### src/rtl/persiana_pkg.sv
// Shared types for the blind motor-driver slice: FSM states, direction
// encoding and the effective-command decode.
package persiana_pkg;

  typedef enum logic [2:0] {IDLE, DEAD, RAMP, RUN, BRAKE, FAULT} state_t;
  typedef enum logic [1:0] {STOP, UP, DN} cmd_t;

  localparam logic DIR_UP = 1'b1;
  localparam logic DIR_DN = 1'b0;

  // Conflicting requests, or a request into its own end-stop, collapse to STOP.
  function automatic cmd_t decode_cmd(input logic subir, input logic bajar,
                                      input logic lim_sup, input logic lim_inf);
    if (subir && !bajar && !lim_sup)      return UP;
    else if (bajar && !subir && !lim_inf) return DN;
    else                                  return STOP;
  endfunction

endpackage

### src/rtl/persiana_motor_drv_if.sv
// Command/limit inputs and H-bridge outputs between the blind controller
// (master) and the motor driver (slave).
interface persiana_motor_drv_if;

  logic subir;
  logic bajar;
  logic lim_sup;
  logic lim_inf;
  logic mot_up;
  logic mot_dn;
  logic freno;
  logic fault;
  logic busy;

  modport master (
    output subir, bajar, lim_sup, lim_inf,
    input  mot_up, mot_dn, freno, fault, busy
  );

  modport slave (
    input  subir, bajar, lim_sup, lim_inf,
    output mot_up, mot_dn, freno, fault, busy
  );

endinterface

### src/rtl/persiana_pwm.sv
// Soft-start PWM: free-running period counter, saturating duty ramp and
// compare. Held cleared by the FSM outside RAMP, advanced only in RAMP.
module persiana_pwm #(
  parameter int PWM_BITS  = 8,
  parameter int RAMP_STEP = 16
) (
  input  logic clk,
  input  logic reseteo,
  input  logic clear,
  input  logic enable,
  output logic pwm_on,
  output logic wrap,
  output logic duty_full
);

  localparam int FULL = 1 << PWM_BITS;
  localparam logic [PWM_BITS:0] DUTY_FULL = (PWM_BITS+1)'(FULL);
  localparam logic [PWM_BITS:0] DUTY_INIT =
    (RAMP_STEP >= FULL) ? DUTY_FULL : (PWM_BITS+1)'(RAMP_STEP);

  logic [PWM_BITS-1:0] cnt_q, cnt_d;
  logic [PWM_BITS:0]   duty_q, duty_d, duty_inc;
  logic [PWM_BITS+1:0] duty_sum;

  // One extra bit on the sum so the step never wraps before saturation.
  assign duty_sum  = {1'b0, duty_q} + (PWM_BITS+2)'(RAMP_STEP);
  assign duty_inc  = (duty_sum >= (PWM_BITS+2)'(FULL)) ? DUTY_FULL : duty_sum[PWM_BITS:0];
  assign wrap      = enable && (cnt_q == '1);
  assign duty_full = wrap && (duty_inc == DUTY_FULL);
  assign pwm_on    = ({1'b0, cnt_q} < duty_q);

  always_comb begin
    cnt_d  = cnt_q;
    duty_d = duty_q;
    if (clear) begin
      cnt_d  = '0;
      duty_d = DUTY_INIT;
    end else if (enable) begin
      cnt_d = cnt_q + PWM_BITS'(1);
      if (wrap) duty_d = duty_inc;
    end
  end

  always_ff @(posedge clk or posedge reseteo) begin
    if (reseteo) begin
      cnt_q  <= '0;
      duty_q <= '0;
    end else begin
      cnt_q  <= cnt_d;
      duty_q <= duty_d;
    end
  end

endmodule

### src/rtl/persiana_motor_drv.sv
// H-bridge driver for the blind motor: dead time, soft-start ramp, brake,
// end-stop interlock and run-timeout fault on the fast system clock.
module persiana_motor_drv
  import persiana_pkg::*;
#(
  parameter int PWM_BITS    = 8,
  parameter int RAMP_STEP   = 16,
  parameter int DEAD_CYC    = 16,
  parameter int TIMEOUT_CYC = 1_000_000
) (
  input logic                 clk,
  input logic                 reseteo,
  persiana_motor_drv_if.slave bus
);

  localparam int DW = (DEAD_CYC > 1) ? $clog2(DEAD_CYC) : 1;
  localparam int RW = $clog2(TIMEOUT_CYC + 1);
  localparam logic [DW-1:0] DEAD_LD = DW'(DEAD_CYC - 1);
  localparam logic [RW-1:0] RUN_LIM = RW'(TIMEOUT_CYC);

  state_t        state_q, state_d;
  logic          dir_q, dir_d;
  logic [DW-1:0] dcnt_q, dcnt_d;
  logic [RW-1:0] run_q, run_d, run_inc;
  logic          freno_q, fault_q, busy_q;
  cmd_t          cmd;
  logic          cmd_dir;
  logic          pwm_on, wrap, duty_full;
  logic          leg_on;

  assign cmd     = decode_cmd(bus.subir, bus.bajar, bus.lim_sup, bus.lim_inf);
  assign cmd_dir = (cmd == UP) ? DIR_UP : DIR_DN;
  assign run_inc = (run_q == '1) ? run_q : run_q + RW'(1);

  persiana_pwm #(
    .PWM_BITS  (PWM_BITS),
    .RAMP_STEP (RAMP_STEP)
  ) u_pwm (
    .clk       (clk),
    .reseteo   (reseteo),
    .clear     (state_q != RAMP),
    .enable    (state_q == RAMP),
    .pwm_on    (pwm_on),
    .wrap      (wrap),
    .duty_full (duty_full)
  );

  // Transition priority in RAMP/RUN: brake, then timeout, then ramp completion.
  always_comb begin
    state_d = state_q;
    dir_d   = dir_q;
    dcnt_d  = dcnt_q;
    run_d   = '0;
    case (state_q)
      IDLE: begin
        if (cmd != STOP) begin
          state_d = DEAD;
          dir_d   = cmd_dir;
          dcnt_d  = DEAD_LD;
        end
      end
      DEAD: begin
        if (cmd == STOP) begin
          state_d = IDLE;
        end else if (cmd_dir != dir_q) begin
          dir_d  = cmd_dir;
          dcnt_d = DEAD_LD;
        end else if (dcnt_q == '0) begin
          state_d = RAMP;
        end else begin
          dcnt_d = dcnt_q - DW'(1);
        end
      end
      RAMP, RUN: begin
        run_d = run_inc;
        if (cmd == STOP || cmd_dir != dir_q) begin
          state_d = BRAKE;
          dcnt_d  = DEAD_LD;
        end else if (run_inc >= RUN_LIM) begin
          state_d = FAULT;
        end else if (state_q == RAMP && wrap && duty_full) begin
          state_d = RUN;
        end
      end
      BRAKE: begin
        if (dcnt_q == '0) state_d = IDLE;
        else              dcnt_d  = dcnt_q - DW'(1);
      end
      FAULT: begin
        if (cmd == STOP) state_d = IDLE;
      end
      default: state_d = IDLE;
    endcase
  end

  always_ff @(posedge clk or posedge reseteo) begin
    if (reseteo) begin
      state_q <= IDLE;
      dir_q   <= DIR_DN;
      dcnt_q  <= '0;
      run_q   <= '0;
      freno_q <= 1'b0;
      fault_q <= 1'b0;
      busy_q  <= 1'b0;
    end else begin
      state_q <= state_d;
      dir_q   <= dir_d;
      dcnt_q  <= dcnt_d;
      run_q   <= run_d;
      freno_q <= (state_d == BRAKE) || (state_d == FAULT);
      fault_q <= (state_d == FAULT);
      busy_q  <= (state_d != IDLE);
    end
  end

  // A single leg_on gated by one dir bit makes both legs high impossible.
  assign leg_on     = (state_q == RUN) || (state_q == RAMP && pwm_on);
  assign bus.mot_up = leg_on && (dir_q == DIR_UP);
  assign bus.mot_dn = leg_on && (dir_q == DIR_DN);
  assign bus.freno  = freno_q;
  assign bus.fault  = fault_q;
  assign bus.busy   = busy_q;

endmodule

### src/flat_wrapper.sv
// flat-port wrapper written by rule: the top's interface ports become plain ports
module persiana_motor_drv_flat import persiana_pkg::*;
#(
  parameter int PWM_BITS    = 8,
  parameter int RAMP_STEP   = 16,
  parameter int DEAD_CYC    = 16,
  parameter int TIMEOUT_CYC = 1_000_000
)
  (clk, reseteo, bus_subir, bus_bajar, bus_lim_sup, bus_lim_inf, bus_mot_up, bus_mot_dn, bus_freno, bus_fault, bus_busy);
  persiana_motor_drv_if bus_i ();
  input logic clk;
  input logic reseteo;
  input wire logic [$bits(bus_i.subir)-1:0] bus_subir;
  input wire logic [$bits(bus_i.bajar)-1:0] bus_bajar;
  input wire logic [$bits(bus_i.lim_sup)-1:0] bus_lim_sup;
  input wire logic [$bits(bus_i.lim_inf)-1:0] bus_lim_inf;
  output wire logic [$bits(bus_i.mot_up)-1:0] bus_mot_up;
  output wire logic [$bits(bus_i.mot_dn)-1:0] bus_mot_dn;
  output wire logic [$bits(bus_i.freno)-1:0] bus_freno;
  output wire logic [$bits(bus_i.fault)-1:0] bus_fault;
  output wire logic [$bits(bus_i.busy)-1:0] bus_busy;
  assign bus_i.subir = bus_subir;
  assign bus_i.bajar = bus_bajar;
  assign bus_i.lim_sup = bus_lim_sup;
  assign bus_i.lim_inf = bus_lim_inf;
  assign bus_mot_up = bus_i.mot_up;
  assign bus_mot_dn = bus_i.mot_dn;
  assign bus_freno = bus_i.freno;
  assign bus_fault = bus_i.fault;
  assign bus_busy = bus_i.busy;
  persiana_motor_drv #(.PWM_BITS(PWM_BITS), .RAMP_STEP(RAMP_STEP), .DEAD_CYC(DEAD_CYC), .TIMEOUT_CYC(TIMEOUT_CYC)) u_core (.clk(clk), .reseteo(reseteo), .bus(bus_i));
endmodule
### config.mk
export PLATFORM = sky130hd
export DESIGN_NAME = persiana_motor_drv_flat
export DESIGN_NICKNAME = d
export VERILOG_FILES = /design/src/rtl/persiana_pkg.sv /design/src/rtl/persiana_motor_drv_if.sv /design/src/rtl/persiana_pwm.sv /design/src/rtl/persiana_motor_drv.sv /design/src/flat_wrapper.sv
export SDC_FILE = /design/constraint.sdc
export NUM_CORES = 1
export LEC_CHECK = 0
export ABC_AREA = 1
export BUFFER_PORTS_ARGS = -buffer_cell sky130_fd_sc_hd__buf_2
export CAP_MARGIN = 30
export CORE_MARGIN = 3
export CORE_UTILIZATION = 40
export DETAILED_ROUTE_END_ITERATION = 8
export HOLD_SLACK_MARGIN = 0.06
export PLACE_DENSITY_LB_ADDON = 0.05
export SYNTH_ARGS = -nofsm -noshare
export SYNTH_HDL_FRONTEND = slang
export SYNTH_SLANG_ARGS = --single-unit
export TNS_END_PERCENT = 100
### constraint.sdc
create_clock -name clk -period 3.85 [get_ports clk]
set_input_delay 0.77 -clock clk [delete_from_list [all_inputs] [get_ports clk]]
set_output_delay 0.77 -clock clk [all_outputs]
set_load 0.03 [all_outputs]
==> reports/qor.yml, run 1 <==
status: "finished clean"
antenna_found_initial: 0
yosys_most_used_dff: "dfrtp_1"
yosysSeqAreaShare: 0.403
ys_ff_latch: 48
setup.worst_path.start: "u_core.state_q[2]$_DFF_PP0_"
whs_ps: 380
p_per_area_nw_per_um2: 276
r2r_start: "u_core.run_q[0]$_DFF_PP0_"
worst-setup-path-type: "reg2out"
via_count: 2532
clock-sinks: 48
cts_tree: "yes"
power_uw: 891
finalCriticalPeriod_ps: 2820
reg2regPathDepth: 17
vias_per_cell: 4.81
cts_max_level: 2
syn_to_final_growth_pct: 8.39
rsz0062_at_grt: "no"
crit_end: "bus_mot_dn"
layout_commonest_cell: "nand2_1"
relSlewSlack: 0.705
yosys_warnings: 0
syn-cell-area_um2: 2980
post_cts_resized: 0
route.detailed.drc: 0
grt_pass1_wl_um: 10900
final_cell_mix: "nand2_1, inv_1, nor2_1"
worst_ep_arrival_time_ps: 2050
start_kind: "flop"
grt_pass1_vias: 2421
async_reset_ff_frac: 1.00
gp_congestion: 0.857
overflow: 0
die_h_um: 92.4
use_met2: 0.259
period_share: 0.732
fillers: 714
grt_use_met1: 0.206
clock-root-buffer: "clkbuf_8"
ant_nets: 0
hp-class: "in2async"
holdBufCountCts: 0
avgSynthCellArea_um2: 7.17
grt_usage: 0.157
setup_viol: 0
rows: 30
dp.final_hpwl_um: 4600
cp.required_ps: 3080
fp.dieW_um: 92.4
start_util: 0.425
grt.met3_usage: 0.0284
rr_endpoint: "u_core.bus.busy$_DFF_PP0_"
fin_skew_ps: 8.24
final_area_um2: 3230
grt_busiest_layer: "met2"
r2r_setup_slack_ps: 1420
numCtsBuffers: 5
nNetsFinal: 449
worstPathMaxFanout: 19
antenna_cells: 0
ir_drop_v: 0.000130
drt_iter0_markers: 79
firstDrtPassIters: 4
routedWlPerCell_um: 11.7
synthesis.nets: 433
io_pins: 11
post_cts_buffers: 0
drv_slew: 0
maxCapViolations: 0
finalSetupTns_ps: 0
leakagePower_nw: 1.62
timing_hold_violations_final: 0
end_kind: "primary output"
final_util: 0.461
path_clk_slew_ps: 90
wirelength_um: 6140
grt_max_degree: 39
worst_pin_slew_ps: 441
synth-edff-count: 0
clockBufferDepth: 2
syn_inst: 416
dieArea_um2: 8530
fmaxAchievable_mhz: 355
ys_types: 30
io_buffers: 10
drive_gt1_frac: 0.102
dpl_cell_area_um2: 3170
design.core.area_um2: 7020
clk_latency_ps: 300
[state kept, by name (all words and copies together) (netlist names)]
signal               flops
u_core.run_q            20
u_core.u_pwm.duty_q      9
u_core.u_pwm.cnt_q       8
u_core.dcnt_q            4
u_core.state_q           3
u_core.bus.busy          1
u_core.bus.fault         1
u_core.bus.freno         1
u_core.dir_q             1
[routing by layer]
metal / part of all wire / vias up / wire (um)
li1: - / 1354 / -
met1: 0.48 / 1137 / 2970
met2: 0.47 / 32 / 2870
met3: 0.033 / 9 / 205
met4: 0.015 / 0 / 95
met5: 0 / - / 0
[critical path: stages (launching register included)]
cell and delay, ps:
dfrtp_1 460, nor2_4 200, clkinv_1 80, buf_4 210
nor2_1 110, buf_4 190, nand4_1 150, a21oi_1 150
buf_2 210
[cells by family (layout without fill, tap and decap cells)]
group / count (synthesis) / count (layout) / share of synthesized area
DFF: 48 / 48 / 0.403
and+or+nand+nor: 225 / 225 / 0.344
adders and majority gates: 11 / 11 / 0.0461
buffers and inverters: 77 / 91 / 0.0998
AOI/OAI and AO/OA: 50 / 50 / 0.0931
xor gates and xnor gates: 5 / 5 / 0.0147
[through the flow]
step,instances,setup WS [ps]
2_1_floorplan,416,1450
3_3_place_gp,520,1380
3_5_place_dp,521,1330
4_1_cts,526,986
5_1_grt,526,808
6_report,526,1030
[worst min-delay path by stage]
stage / start / to / slack [ps]
after floorplan: u_core.u_pwm.cnt_q[0]$_DFF_PP0_ / u_core.u_pwm.cnt_q[0]$_DFF_PP0_ / 450
after global placement: u_core.dcnt_q[0]$_DFFE_PP0P_ / u_core.dcnt_q[0]$_DFFE_PP0P_ / 470
after detailed placement: u_core.dcnt_q[0]$_DFFE_PP0P_ / u_core.dcnt_q[0]$_DFFE_PP0P_ / 470
after CTS: reseteo / u_core.u_pwm.duty_q[0]$_DFFE_PP0P_ / 380
after global routing: reseteo / u_core.u_pwm.duty_q[0]$_DFFE_PP0P_ / 400
final: reseteo / u_core.u_pwm.duty_q[3]$_DFFE_PP0P_ / 380
[synth_stat cells (2+ instances only)]
master,count,share of area
o22ai_1,5,0.010
dfrtp_1,48,0.40
clkbuf_1,2,0.0025
nand3_1,44,0.074
or2_2,2,0.0042
o211ai_1,3,0.0075
nor2_2,5,0.010
nand4_1,8,0.017
inv_1,70,0.088
nor2_4,5,0.019
a21oi_1,20,0.034
nand2_4,2,0.0075
nand2_2,10,0.021
ha_1,11,0.046
o21ai_1,2,0.0034
nand2_1,94,0.12
o21ai_0,13,0.022
clkinv_1,2,0.0025
xor2_1,3,0.0088
nor2_1,49,0.062
a31oi_1,5,0.010
xnor2_1,2,0.0059
nor3_1,4,0.0067
[report_power, final]
group          switching (mW)  internal (mW)  total [mW]
sequential            0.00906          0.520       0.529
combinational          0.0531         0.0273      0.0804
clock                   0.164          0.118       0.282
total                   0.226          0.665       0.891
[area by class of cell]
cell class / instances / area, um2 / area share
Inverter: 73 / 274 / 0.0847
Tap cell: 96 / 120 / 0.0371
Sequential cell: 48 / 1200 / 0.371
Timing Repair Buffer: 13 / 85.1 / 0.0263
Clock buffer: 5 / 68.8 / 0.0213
Multi-Input combinational cell: 291 / 1490 / 0.459
(Power assumes the default switching activity.)
==> run 2: changes to the inputs <==
ABC_AREA = 0   (was 1)
clock period = 2.35 ns   (was 3.85 ns; I/O delays follow)
==> reports/qor.yml, run 2 <==
cp.required_ps: 1880  # -1200 ps
syn_to_final_growth_pct: 11.8
yosysSeqAreaShare: 0.429  # +0.0266
synth_top_area_share: 0.429  # +0.0266
worst-setup-path-type: "reg2out"
layout_commonest_cell: "dfrtp_1"
vias_per_cell: 5.30  # +10%
timing_hold_violations_final: 0  # unchanged
relSlewSlack: 0.616  # -0.0887
multi_input_area_um2: 1490  # +0.51%
grt_usage: 0.158  # +0.00132
power_mw: 1.85  # +110%
p_per_area_nw_per_um2: 590  # +110%
avgSynthCellArea_um2: 9.24  # +29%
fp.dieW_um: 89.7  # -2.9%
via_count: 2217  # -12%
drt_iter0_markers: 71  # -10%
synth_area_leaders: "dfrtp_1, ha_1, nor2_1"
fin_cells: 418  # -21%
overflow: 0  # unchanged
worst_ep_arrival_time_ps: 2000  # -50 ps
whs_ps: 213  # -167 ps
ys_ff_latch: 48  # unchanged
grt_use_met1: 0.237  # +0.0312
rr_endpoint: "u_core.bus.fault$_DFF_PP0_"
syn-cell-area_um2: 2800  # -6.2%
die_h_um: 89.7  # -2.9%
synth-adder-area-share: 0.0492  # +0.00305
clockBufferDepth: 2  # unchanged
path_clk_slew_ps: 100  # about the same
rows: 29  # -3.3%
violations: "setup timing"
yosysMostFrequentCell: "dfrtp_1"
cp_slowest_stage_delay_ps: 410  # -50 ps
use_met2: 0.236  # -0.0232
setup_viol: 2  # +2
regMostFlops: "u_core.run_q"
yosys_most_used_dff: "dfrtp_1"
design.core.area_um2: 6570  # -6.4%
syn_inst: 303  # -27%
yosys-top-cells-count: "dfrtp_1, nor2_1, a21oi_1"
start_util: 0.426  # +0.00104
antenna_cells: 0  # unchanged
drv_slew: 0  # unchanged
ant_nets: 0  # unchanged
cts_tree: "yes"
drive_gt1_frac: 0.163  # +0.0608
grt_pass1_vias: 2026  # -16%
crit_chain: "ha_1 > a21o_1 > a21o_1 > a21o_1 > a21oi_2 > o21ai_2 > a21oi_1 > buf_4"
routedWlPerCell_um: 14.0  # +20%
nNetsFinal: 341  # -24%
dp.cells: 410  # -21%
io_buffers: 10  # unchanged
finalCriticalPeriod_ps: 2470
grt_busiest_layer: "met1"
yosys_warnings: 0  # unchanged
start_kind: "flop"
fin_skew_ps: 11.0  # +2.76 ps
route.detailed.drc: 0  # unchanged
clock-root-buffer: "clkbuf_8"
async_reset_ff_frac: 1.00  # unchanged
dieArea_um2: 8040  # -5.8%
fillers: 622  # -13%
final_cell_mix: "dfrtp_1, nor2_1, a21oi_1"
worst_slack_ps: -122  # -1160 ps
synth-edff-count: 0  # unchanged
synth-simple-area-share: 0.241  # -0.103
rsz0062_at_grt: "yes"
finalSetupTns_ps: -238  # -238 ps
grt.met3_usage: 0.0301  # +0.00168
end_kind: "primary output"
grt_max_degree: 27  # -31%
reg2regPathDepth: 8  # -9
cts_max_level: 2  # unchanged
largestRegisters: "u_core.run_q (20), u_core.u_pwm.duty_q (9), u_core.u_pwm.cnt_q (8)"
clock-sinks: 48  # unchanged
regArea_um2: 1200  # unchanged
muxShareOfSynthArea: 0.00760  # +0.00760
status: "complete, but fails checks"
synthesis.nets: 320  # -26%
final_util: 0.476  # +0.0155
antenna_found_initial: 0  # unchanged
gp_congestion: 0.824  # -3.9%
cpMostUsedCell: "a21o_1"
io_pins: 11  # unchanged
fmaxAchievable_mhz: 405
synthXorXnorAreaFrac: 0.0626  # +0.0479
worstPathMaxFanout: 3  # -16
grt_pass1_wl_um: 9880  # -9.4%
synth_top_family_by_area: "simple AND/OR/NAND/NOR gates"
yosysTopAreaCell: "dfrtp_1"
largest_reg_flops: 20  # unchanged
firstDrtPassIters: 4  # unchanged
dp.final_hpwl_um: 4200  # -8.6%
leakagePower_nw: 1.30  # -19%
crit_slowest_cell: "dfrtp_1"
period_share: 1.05
numCtsBuffers: 5  # unchanged
maxCapViolations: 0  # unchanged
r2r_setup_slack_ps: 140  # -1280 ps
clk_latency_ps: 300  # about the same
worst_pin_slew_ps: 575  # +134 ps
ir_drop_v: 0.000341  # +160%
ys_types: 57  # +90%
wirelength_um: 5860  # -4.6%
r2r_start: "u_core.run_q[0]$_DFF_PP0_"
synth_compound_area_frac: 0.165  # +0.0719
hp-class: "in2async"
run 2: cell types whose count changed in the layout (fill, tap and decap cells not counted), moves of 5 or more:
cell | previous run | this run
nor2_1 | 49 | 33
nand2_2 | 10 | 0
nand3_1 | 44 | 15
buf_4 | 2 | 16
xnor2_1 | 2 | 14
and3_1 | 0 | 8
a21o_1 | 0 | 5
nand2_1 | 94 | 19
inv_1 | 69 | 15
nor2_4 | 5 | 0
nor2_2 | 5 | 0
run 2: final cells by class:
| class | count | share of cell area |
|---|---|---|
| inverter | 17 | 0.0204 |
| tap | 93 | 0.0372 |
| multi-input combinational | 228 | 0.477 |
| clock inverter | 1 | 0.00240 |
| clock buffer | 7 | 0.0276 |
| timing repair buffer | 24 | 0.0512 |
| sequential | 48 | 0.384 |
run 2: per-stage QoR:
step           cell area, um2  worst slack, ps
2_1_floorplan            2800             35.1
5_1_grt                  3130             -276
3_3_place_gp             3010             91.3
4_1_cts                  3110             -163
6_report                 3130             -122
3_5_place_dp             3010             85.2
run 2: where the power goes:
group | total, mW | switching (mW) | internal, mW | leakage (nW)
registers | 0.938 | 0.0444 | 0.893 | 0.641
clock network | 0.529 | 0.289 | 0.240 | 0.0445
logic | 0.379 | 0.218 | 0.161 | 0.616
run 2: cell families (layout without fill, tap and decap cells):
group                    after synthesis  after routing
flip-flops                            48             48
XOR/XNOR                              20             20
adder cells (fa/ha/maj)               11             11
AND/OR/NAND/NOR                      125            125
multiplexers                           2              2
buffers and inverters                 27             49
AO/OA/AOI/OAI                         70             70
run 2: how the worst max path moves through the flow:
stage | start | to | slack, ps | depth (start not counted)
2_1_floorplan | u_core.u_pwm.cnt_q[1]$_DFF_PP0_ | bus_mot_dn | 40 | 7
3_5_place_dp | u_core.u_pwm.cnt_q[1]$_DFF_PP0_ | bus_mot_up | 90 | 8
4_1_cts | u_core.u_pwm.cnt_q[1]$_DFF_PP0_ | bus_mot_up | -160 | 8
6_report | u_core.u_pwm.cnt_q[1]$_DFF_PP0_ | bus_mot_dn | -120 | 8
5_1_grt | u_core.u_pwm.cnt_q[1]$_DFF_PP0_ | bus_mot_up | -280 | 8
3_3_place_gp | u_core.u_pwm.cnt_q[1]$_DFF_PP0_ | bus_mot_dn | 90 | 8
run 2: layer usage:
metal  vias to the layer above  routed length (um)
met1                      1067                3060
li1                       1124                   -
met3                         4                 117
met2                        22                2630
met4                         0                  45
met5                         -                   0
run 2: timing repair:
item / in CTS / in global routing
pin swaps: 8 / 3
setup buffers: 0 / 0
resized for setup: 6 / 5
gates cloned: 0 / 0
hold buffers: 0 / 0
endpoints found under the setup margin: 2 / 7
run 2: critical path: cells and delay by family (launching register included):
| family | cells | cell delay [ps] |
|---|---|---|
| AOI/OAI and AO/OA | 6 | 850 |
| DFF | 1 | 410 |
| adders and majority gates | 1 | 270 |
| buffers and inverters | 1 | 170 |
==> run 3: changes to the inputs <==
--- a/config.mk
+++ b/config.mk
@@ -11,3 +11,3 @@
 export CORE_MARGIN = 3
-export CORE_UTILIZATION = 40
+export CORE_UTILIZATION = 46
 export DETAILED_ROUTE_END_ITERATION = 8
==> constraint.sdc (replaced) <==
create_clock -name clk -period 2.35 [get_ports clk]
set_input_delay 0.235 -clock clk [delete_from_list [all_inputs] [get_ports clk]]
set_output_delay 0.235 -clock clk [all_outputs]
set_load 0.03 [all_outputs]
==> reports/qor.yml, run 3 (synthesized netlist as in run 2, its figures left out) <==
firstDrtPassIters: 5  # +1
clock-sinks: 48  # unchanged
clkPwrFrac: 0.311  # +0.024
hp-class: "in2reg"
fmaxAchievable_mhz: 454  # +12%
regMostFlops: "u_core.run_q"
routedWlPerCell_um: 14.6  # +3.9%
place_ws_ps: 104  # +18.8 ps
p_per_area_nw_per_um2: 600  # +1.6%
maxCapViolations: 0  # unchanged
critPathBufInv: 2  # +1
numCtsBuffers: 5  # unchanged
crit_chain: "inv_2 > ha_4 > a21o_1 > a21o_1 > a21o_1 > a21oi_2 > o21ai_2 > a21boi_1 > buf_4"
path_clk_slew_ps: 90  # about the same
ir_drop_v: 0.000355  # +4.1%
largest_reg_flops: 20  # unchanged
reg2regPathDepth: 8  # unchanged
leakagePower_nw: 1.32  # +1.3%
power_mw: 1.88  # +2.0%
final_util: 0.550  # +0.0734
cts_max_level: 2  # unchanged
dp.final_hpwl_um: 4280  # +2.0%
fin_skew_ps: 10.4  # -0.557 ps
finalSetupTns_ps: 0  # +238 ps
switching_share: 0.281  # -0.0179
via_count: 2225  # +0.36%
clockBufferDepth: 2  # unchanged
nNetsFinal: 343  # +0.59%
grt_pass1_wl_um: 10100  # +2.0%
start_util: 0.490  # +0.0641
overflow: 0  # unchanged
cp_slowest_stage_delay_ps: 380  # -30 ps
design.core.area_um2: 5710  # -13%
die_h_um: 84.0  # -6.3%
hold_end: "u_core.dir_q$_DFFE_PP0P_"
antenna_found_initial: 0  # unchanged
syn_to_final_growth_pct: 12.1
dp.cells: 388  # -5.4%
drt_iter0_markers: 114  # +61%
worst_slack_ps: 148  # +270 ps
clk_latency_ps: 300  # about the same
p_comb_frac: 0.178  # -0.027
relSlewSlack: 0.662  # +0.0459
period_share: 0.937  # -0.115
cp.required_ps: 2120  # +240 ps
worst_hold_startpoint: "bus_lim_sup"
route.detailed.drc: 0  # unchanged
rows: 27  # -6.9%
end_kind: "primary output"
status: "finished clean"
finalCriticalPeriod_ps: 2200  # -270 ps
largestRegisters: "u_core.run_q (20), u_core.u_pwm.duty_q (9), u_core.u_pwm.cnt_q (8)"
crit_slowest_cell: "dfrtp_1"
holdPathStages: 4
dieArea_um2: 7060  # -12%
final_cell_mix: "dfrtp_1, nor2_1, a21oi_1"
io_buffers: 10  # unchanged
p_int_mw: 1.35  # +4.6%
drive_gt1_frac: 0.159  # -0.00406
rsz0062_at_grt: "yes"
start_kind: "flop"
fin_cells: 399  # -4.5%
setup_viol: 0  # -2
vias_per_cell: 5.58  # +5.1%
dpl_cell_area_um2: 2970  # -1.1%
cpMostUsedCell: "a21o_1"
clock-root-buffer: "clkbuf_8"
r2r_start: "u_core.run_q[0]$_DFF_PP0_"
worstPathMaxFanout: 2  # -1
whs_ps: 206  # -7.46 ps
gp_congestion: 0.814  # -1.2%
worst_ep_arrival_time_ps: 1970  # -30 ps
layout_commonest_cell: "dfrtp_1"
fp.dieW_um: 84.0  # -6.3%
ant_nets: 0  # unchanged
worst_pin_slew_ps: 505  # -69.2 ps
rr_endpoint: "u_core.bus.fault$_DFF_PP0_"
wirelength_um: 5810  # -0.82%
path_delay_family: "compound AO/OA/AOI/OAI gates"
grt_max_degree: 22  # -19%
antenna_cells: 0  # unchanged
worst-setup-path-type: "reg2out"
final_area_um2: 3140  # +0.32%
timing_hold_violations_final: 0  # unchanged
io_pins: 11  # unchanged
p_seq_frac: 0.511  # +0.003
drv_slew: 0  # unchanged
grt_usage: 0.173  # +0.0145
grt_pass1_vias: 2159  # +6.6%
r2r_setup_slack_ps: 160  # +20 ps
cts_tree: "yes"
p_sw_uw: 529  # -4.1%
## run 3: cell count changes in the layout (fill, tap and decap cells not counted), sizes merged
cell / change
buf: +1
clkinvlp: -1
bufinv: +1
dlygate4sd3: +1
clkbuf: -1
clkinv: +1
## run 3: area by class of cell
type                            instances  area (um2)
Timing Repair Buffer                   26         178
Clock buffer                            6        72.6
Multi-Input combinational cell        228        1500
Inverter                               17        63.8
Clock inverter                          2        35.0
Tap cell                               72        90.1
Sequential cell                        48        1200
Fill cell                             527        2570
## run 3: worst max-delay path by stage
stage | from | endpoint | cells past startpoint
finish | u_core.u_pwm.duty_q[1]$_DFFE_PP0P_ | bus_mot_up | 9
global route | u_core.run_q[0]$_DFF_PP0_ | u_core.state_q[2]$_DFF_PP0_ | 8
floorplan | u_core.u_pwm.cnt_q[1]$_DFF_PP0_ | bus_mot_up | 7
CTS | u_core.u_pwm.cnt_q[1]$_DFF_PP0_ | bus_mot_dn | 8
global placement | u_core.run_q[0]$_DFF_PP0_ | u_core.bus.fault$_DFF_PP0_ | 8
detailed placement | u_core.run_q[0]$_DFF_PP0_ | u_core.bus.fault$_DFF_PP0_ | 8
## run 3: power groups by stage
stage	sequential [mW]	combinational, mW	clock (mW)
6_report	0.962	0.335	0.586
3_3_place_gp	0.977	0.332	0
3_5_place_dp	0.980	0.335	0
4_1_cts	0.962	0.340	0.606
2_1_floorplan	0.983	0.251	0
5_1_grt	0.976	0.371	0.630
## run 3: routing by layer
layer  routed length, um  vias to the layer above  track usage  part of all wire
li1                    -                     1134            -                 -
met1                2890                     1071        0.242              0.50
met2                2780                       15        0.279              0.48
met3                  75                        5       0.0237             0.013
met4                  60                        0       0.0497             0.010
met5                   0                        -            0                 0
## run 3: worst reg2reg max path: cells and delay by family, from the launching register on
| kind | cells | cell delay, ps |
|---|---|---|
| DFF | 1 | 430 |
| AOI/OAI and AO/OA | 4 | 790 |
| adders and majority gates | 1 | 250 |
| and+or+nand+nor | 3 | 610 |
## run 3: timing repair
action | 4_1_cts | 5_1_grt
hold endpoints to repair | 19 | 0
pin swaps | 1 | 6
gates resized for setup | 5 | 6
endpoints found under the setup margin | 2 | 7
setup buffers | 1 | 1
hold buffers | 1 | 0
